===== src/rtl/router_pkg.sv =====
// Shared router types and default sizing for the VC input buffer slice.
package router_pkg;
  localparam int ROUTER_FLITW    = 32;
  localparam int ROUTER_NUM_VCS  = 4;
  localparam int ROUTER_VC_DEPTH = 4;
  localparam int ROUTER_VCIDW    = $clog2(ROUTER_NUM_VCS);

  typedef logic [ROUTER_VCIDW-1:0] vc_id_t;
  typedef logic [ROUTER_FLITW-1:0] flit_t;
endpackage


===== src/rtl/vc_fifo.sv =====
// Single-VC circular FIFO. Head entry, occupancy and non-empty flag are all
// registered. Pointers wrap explicitly so DEPTH need not be a power of two.
module vc_fifo
  import router_pkg::*;
#(
  parameter  int FLITW = ROUTER_FLITW,
  parameter  int DEPTH = ROUTER_VC_DEPTH,
  localparam int CNTW  = $clog2(DEPTH + 1),
  localparam int PTRW  = $clog2(DEPTH)
) (
  input  logic             clk,
  input  logic             reset,
  input  logic             push,
  input  logic [FLITW-1:0] push_data,
  input  logic             pop,
  output logic [FLITW-1:0] head,
  output logic             head_valid,
  output logic [CNTW-1:0]  count,
  output logic             full,
  output logic             popped
);
  logic [FLITW-1:0] mem_q [DEPTH];
  logic [PTRW-1:0]  wr_ptr_q, wr_ptr_d;
  logic [PTRW-1:0]  rd_ptr_q, rd_ptr_d;
  logic [CNTW-1:0]  count_q, count_d;
  logic             valid_q, valid_d;
  logic             do_push, do_pop;

  // Full is judged on the pre-edge count: a pop in the same cycle does not
  // make room for the incoming flit.
  always_comb begin
    do_push  = push && (count_q != CNTW'(DEPTH));
    do_pop   = pop && valid_q;
    wr_ptr_d = wr_ptr_q;
    rd_ptr_d = rd_ptr_q;
    count_d  = count_q;
    if (do_push) wr_ptr_d = (wr_ptr_q == PTRW'(DEPTH - 1)) ? '0 : wr_ptr_q + 1'b1;
    if (do_pop)  rd_ptr_d = (rd_ptr_q == PTRW'(DEPTH - 1)) ? '0 : rd_ptr_q + 1'b1;
    case ({do_push, do_pop})
      2'b10:   count_d = count_q + 1'b1;
      2'b01:   count_d = count_q - 1'b1;
      default: count_d = count_q;
    endcase
    valid_d = (count_d != '0);
  end

  always_ff @(posedge clk or negedge reset) begin
    if (!reset) begin
      wr_ptr_q <= '0;
      rd_ptr_q <= '0;
      count_q  <= '0;
      valid_q  <= 1'b0;
    end else begin
      wr_ptr_q <= wr_ptr_d;
      rd_ptr_q <= rd_ptr_d;
      count_q  <= count_d;
      valid_q  <= valid_d;
    end
  end

  always_ff @(posedge clk) begin
    if (do_push) mem_q[wr_ptr_q] <= push_data;
  end

  assign head       = mem_q[rd_ptr_q];
  assign head_valid = valid_q;
  assign count      = count_q;
  assign full       = (count_q == CNTW'(DEPTH));
  assign popped     = do_pop;
endmodule


===== src/rtl/vc_input_buffer.sv =====
// Per-port input buffer: steers link flits into per-VC FIFOs, exposes each
// VC head, returns one credit per dequeued flit and flags dropped flits.
module vc_input_buffer
  import router_pkg::*;
#(
  parameter  int FLITW    = ROUTER_FLITW,
  parameter  int NUM_VCS  = ROUTER_NUM_VCS,
  parameter  int VC_DEPTH = ROUTER_VC_DEPTH,
  localparam int VCIDW    = $clog2(NUM_VCS),
  localparam int CNTW     = $clog2(VC_DEPTH + 1)
) (
  input  logic               clk,
  input  logic               reset,
  input  logic               in_valid,
  input  logic [FLITW-1:0]   in_flit,
  input  logic [VCIDW-1:0]   in_vc,
  input  logic [NUM_VCS-1:0] deq,
  output logic [NUM_VCS-1:0] head_valid,
  output logic [FLITW-1:0]   head_flit [NUM_VCS],
  output logic [CNTW-1:0]    vc_count [NUM_VCS],
  output logic [NUM_VCS-1:0] credit_out,
  output logic               overflow_err
);
  logic [NUM_VCS-1:0] push, full, popped;
  logic [NUM_VCS-1:0] credit_q, credit_d;
  logic               ovf_q, ovf_d;
  logic               vc_ok;

  // Out-of-range VC ids (possible when NUM_VCS is not a power of two) are
  // treated like a full VC: dropped and flagged.
  always_comb begin
    vc_ok = (int'(in_vc) < NUM_VCS);
    push  = '0;
    for (int v = 0; v < NUM_VCS; v++) begin
      if (in_valid && vc_ok && (int'(in_vc) == v)) push[v] = 1'b1;
    end
    ovf_d = ovf_q;
    if (in_valid && (!vc_ok || |(push & full))) ovf_d = 1'b1;
    credit_d = popped;
  end

  always_ff @(posedge clk or negedge reset) begin
    if (!reset) begin
      credit_q <= '0;
      ovf_q    <= 1'b0;
    end else begin
      credit_q <= credit_d;
      ovf_q    <= ovf_d;
    end
  end

  for (genvar v = 0; v < NUM_VCS; v++) begin : g_vc
    vc_fifo #(
      .FLITW (FLITW),
      .DEPTH (VC_DEPTH)
    ) u_fifo (
      .clk        (clk),
      .reset      (reset),
      .push       (push[v]),
      .push_data  (in_flit),
      .pop        (deq[v]),
      .head       (head_flit[v]),
      .head_valid (head_valid[v]),
      .count      (vc_count[v]),
      .full       (full[v]),
      .popped     (popped[v])
    );
  end

  assign credit_out   = credit_q;
  assign overflow_err = ovf_q;
endmodule


===== config.mk =====
export PLATFORM = sky130hd
export DESIGN_NAME = vc_input_buffer
export DESIGN_NICKNAME = d
export VERILOG_FILES = /design/src/rtl/router_pkg.sv /design/src/rtl/vc_fifo.sv /design/src/rtl/vc_input_buffer.sv
export SDC_FILE = /design/constraint.sdc
export NUM_CORES = 1
export LEC_CHECK = 0
export BUFFER_PORTS_ARGS = -buffer_cell sky130_fd_sc_hd__clkbuf_2
export CELL_PAD_IN_SITES_DETAIL_PLACEMENT = 1
export CELL_PAD_IN_SITES_GLOBAL_PLACEMENT = 1
export CORE_MARGIN = 2
export CORE_UTILIZATION = 45
export CTS_CLUSTER_SIZE = 40
export DETAILED_ROUTE_END_ITERATION = 8
export GPL_ROUTABILITY_DRIVEN = 0
export PLACE_DENSITY_LB_ADDON = 0.1
export SYNTH_ARGS = -nofsm -noshare
export SYNTH_HDL_FRONTEND = slang
export SYNTH_SLANG_ARGS = --single-unit

===== constraint.sdc =====
create_clock -name clk -period 2.8 [get_ports clk]
set_input_delay 0.14 -clock clk [delete_from_list [all_inputs] [get_ports clk]]
set_output_delay 0.14 -clock clk [all_outputs]
set_load 0.005 [all_outputs]

==> impl_metrics.csv <==
group,metric,value,unit
outcome,outcome,"finished clean",
placement,io_buffers,189,
cells_and_area,nNetsFinal,1198,
sta,fin_crit_sh,92.6,%
cells_and_area,stdcell_count,1774,
synthesis,yosys_warnings,0,
cells_and_area,num-fill-cells,3980,
sta,setup_viol,0,
sta,maxSlewViolCount,0,
synthesis,synth_area,20700,µm²
sta,relSlewSlack,34.3,%
drt,drt_iter0_drc,661,
placement,placed_cells_incl_taps,1636,
critical_path,critPathLaunchType,"register",
sta,worstMarginPinSlew,986,ps
global_routing,overflow,0,
sta,fin_tns_setup,0,ps
clock_network,path_clk_slew,60,ps
cells_and_area,area_delta_synth_final,18.9,%
synthesis,synth_area_per_cell,24.3,µm²
synthesis,yosysUniqueCellTypes,36,
critical_path,crit_family,"simple AND/OR/NAND/NOR gates",
synthesis,synth_nets,920,
critical_path,endpoint_kind,"register",
die,core,45400,µm²
global_routing,antenna_found_initial,0,
clock_network,cts_tree,"done",
die,die-height,219,µm
clock_network,htreeDepth,2,
cells_and_area,mostFrequentLayoutCell,"edfxtp_1",
power,cellLeakagePower,0.00852,µW
clock_network,post_cts_resize_count,0,
sta,fin_crit,2590,ps
placement,dpl-instance-area,22600,µm²
worst_hold_path,hold_path_class,"in -> reg",
drt,dr.pass1.iters,7,
global_routing,grt_pass1_wl,67.0,mm
global_routing,grt_usage,19.4,%
drt,vias,9433,
synthesis,ys_seq_area_share,78.7,%
die,dieArea,47700,µm²
die,start_util,45.6,%
drt,drtAntennaViolNets,0,
clock_network,insertion_delay,600,ps
drt,wire_per_inst,25.2,µm
critical_path,crit_buf_inv,1,
die,dieWidth,219,µm
clock_network,cts.sinks,549,
die,rows,78,
run,cap_violations,0,
critical_path,path_class,"reg -> reg",
global_routing,grt_pass1_vias,10414,
critical_path,critPathMaxStageDelay,410,ps
die,pin_count,190,
placement,dp_hpwl,27.3,mm
sta,max_freq,386,MHz
sta,rsz0062_at_grt,"false",
sta,hold_viol,0,
cells_and_area,final_cell_mix,"edfxtp_1 (512), clkbuf_2 (189), mux4_2 (98), clkbuf_16 (57), dlygate4sd3_1 (35)",
critical_path,cp.required,3270,ps
power,power.density,934,nW/µm²
synthesis,netlist_instances,851,
clock_network,clockRootBuffer,"clkbuf_16",
synthesis,ys_ff_latch,549,
critical_path,cp.arrival,3060,ps
drt,wl,44.8,mm
clock_network,cts_made_buffers,56,
critical_path,timing.critical_path.slowest_stage_cell,"nor4b_4",
drt,via_per_inst,5.32,
drt,drc,0,
global_routing,grt_max_degree,38,
cells_and_area,fin_area,24600,µm²
power,vdd_drop_max,0.000531,V
clock_network,clockBufferDepth,3,
cells_and_area,antenna_cells,0,
critical_path,crit_chain,"nor3b_1, nor4b_4, inv_1, ha_1, fa_1, xnor2_1, nor2_1, xor2_1, or3_1",
cells_and_area,layout-drive-gt1-share,36.5,%
critical_path,worstPathMaxFanout,9,
sta,finClkSkew,13.1,ps
final timing paths:
| path | depth (start not counted) | slack (ps) | endpoint | from |
|---|---|---|---|---|
| setup / recovery | 9 | 210 | g_vc[0].u_fifo.head_valid | g_vc[0].u_fifo.count[2] |
| hold / removal | 4 | 30 | g_vc[0].u_fifo.wr_ptr_q[0] | in_vc[0] |
| setup reg to reg | 9 | 210 | g_vc[0].u_fifo.head_valid | g_vc[0].u_fifo.count[2] |
| hold reg to reg | 1 | 480 | overflow_err | overflow_err |
| max in group asynchronous | 2 | 1880 | g_vc[0].u_fifo.rd_ptr_q[1] | reset |
| min in group asynchronous | 2 | 240 | g_vc[1].u_fifo.count[2] | reset |
area by class of cell:
cell class              instances  area, µm²  area share (%)
flip-flops and latches        549      16300            66.3
multi-input cells             245       4030            16.4
repair buffers                257       1760            7.14
clock buffers                  67       1460            5.95
well taps                     600        751            3.05
clock inverters                36        231           0.940
inverters                      20       75.1           0.305
routing by layer:
metal  up-vias  track usage [%]  part of all wire (%)
met4         0             5.49                   2.0
met3        61             3.76                   5.2
met1      5035             27.3                    44
li1       4114                -                     -
met5         -                0                     0
met2       223             31.2                    49
synth_stat cells (all sizes together):
cell	number	area, µm²
a22oi	1	7.51
mux2	9	109
mux4	128	3000
fa	4	80.1
nor2b	1	8.76
or3	4	25.0
nand3	1	5.00
and4b	1	10.0
nor3	5	30.0
inv	20	75.1
o311ai	1	8.76
o21ai	6	30.0
edfxtp	512	15400
clkbuf	5	38.8
xor2	5	43.8
mux2i	1	10.0
a211oi	1	20.0
ha	24	300
nor4b	1	23.8
nor3b	2	15.0
a21o	5	37.5
nand2	11	43.8
xnor2	7	61.3
nand4	1	6.26
buf	32	279
nor2	10	37.5
dfrtp	37	926
and2	16	105
worst reg2reg max path: stages (launching register included):
cell	delay, ps
dfrtp_1	400
nor3b_1	180
nor4b_4	410
inv_1	90
ha_1	260
fa_1	410
xnor2_1	180
nor2_1	70
xor2_1	150
or3_1	310
flip-flops by register name (all words and copies together) (netlist names):
name,cells
g_vc.u_fifo.mem_q,512
g_vc.u_fifo.count,12
g_vc.u_fifo.rd_ptr_q,8
g_vc.u_fifo.wr_ptr_q,8
credit_out,4
g_vc.u_fifo.head_valid,4
overflow_err,1
power by group:
part / switching [µW] / leakage (µW) / internal, µW
clock: 2960 / 0.000834 / 3970
sequential: 573 / 0.00504 / 9650
combinational: 2880 / 0.00264 / 2960
total: 6420 / 0.00852 / 16600
timing repair:
| item | 4_1_cts | 5_1_grt |
|---|---|---|
| buffers inserted | 0 | 0 |
| endpoints found under the hold margin | 496 | 0 |
| hold buffers | 35 | 0 |
per-stage QoR:
stage | power (µW) | utilization (%) | hold slack [ps] | setup slack [ps]
global placement | 16300 | 49.7 | 345 | 279
finish | 23000 | 54.2 | 28.9 | 207
floorplan | 13800 | - | -156 | 435
detailed placement | 16400 | 49.7 | 357 | 190
global route | 24100 | 54.2 | 24.4 | 16.7
CTS | 23400 | 54.2 | 3.12 | 164
logic make-up (layout without fill, tap and decap cells):
| logic type | after synthesis | after routing | synth area share (%) |
|---|---|---|---|
| muxes | 138 | 138 | 15.0 |
| DFF | 549 | 549 | 78.7 |
| xor gates and xnor gates | 12 | 12 | 0.508 |
| buffers and inverters | 57 | 380 | 1.90 |
| AOI/OAI and AO/OA | 14 | 14 | 0.502 |
| adders and majority gates | 28 | 28 | 1.84 |
| and+or+nand+nor | 53 | 53 | 1.50 |
(Power assumes the default switching activity.)
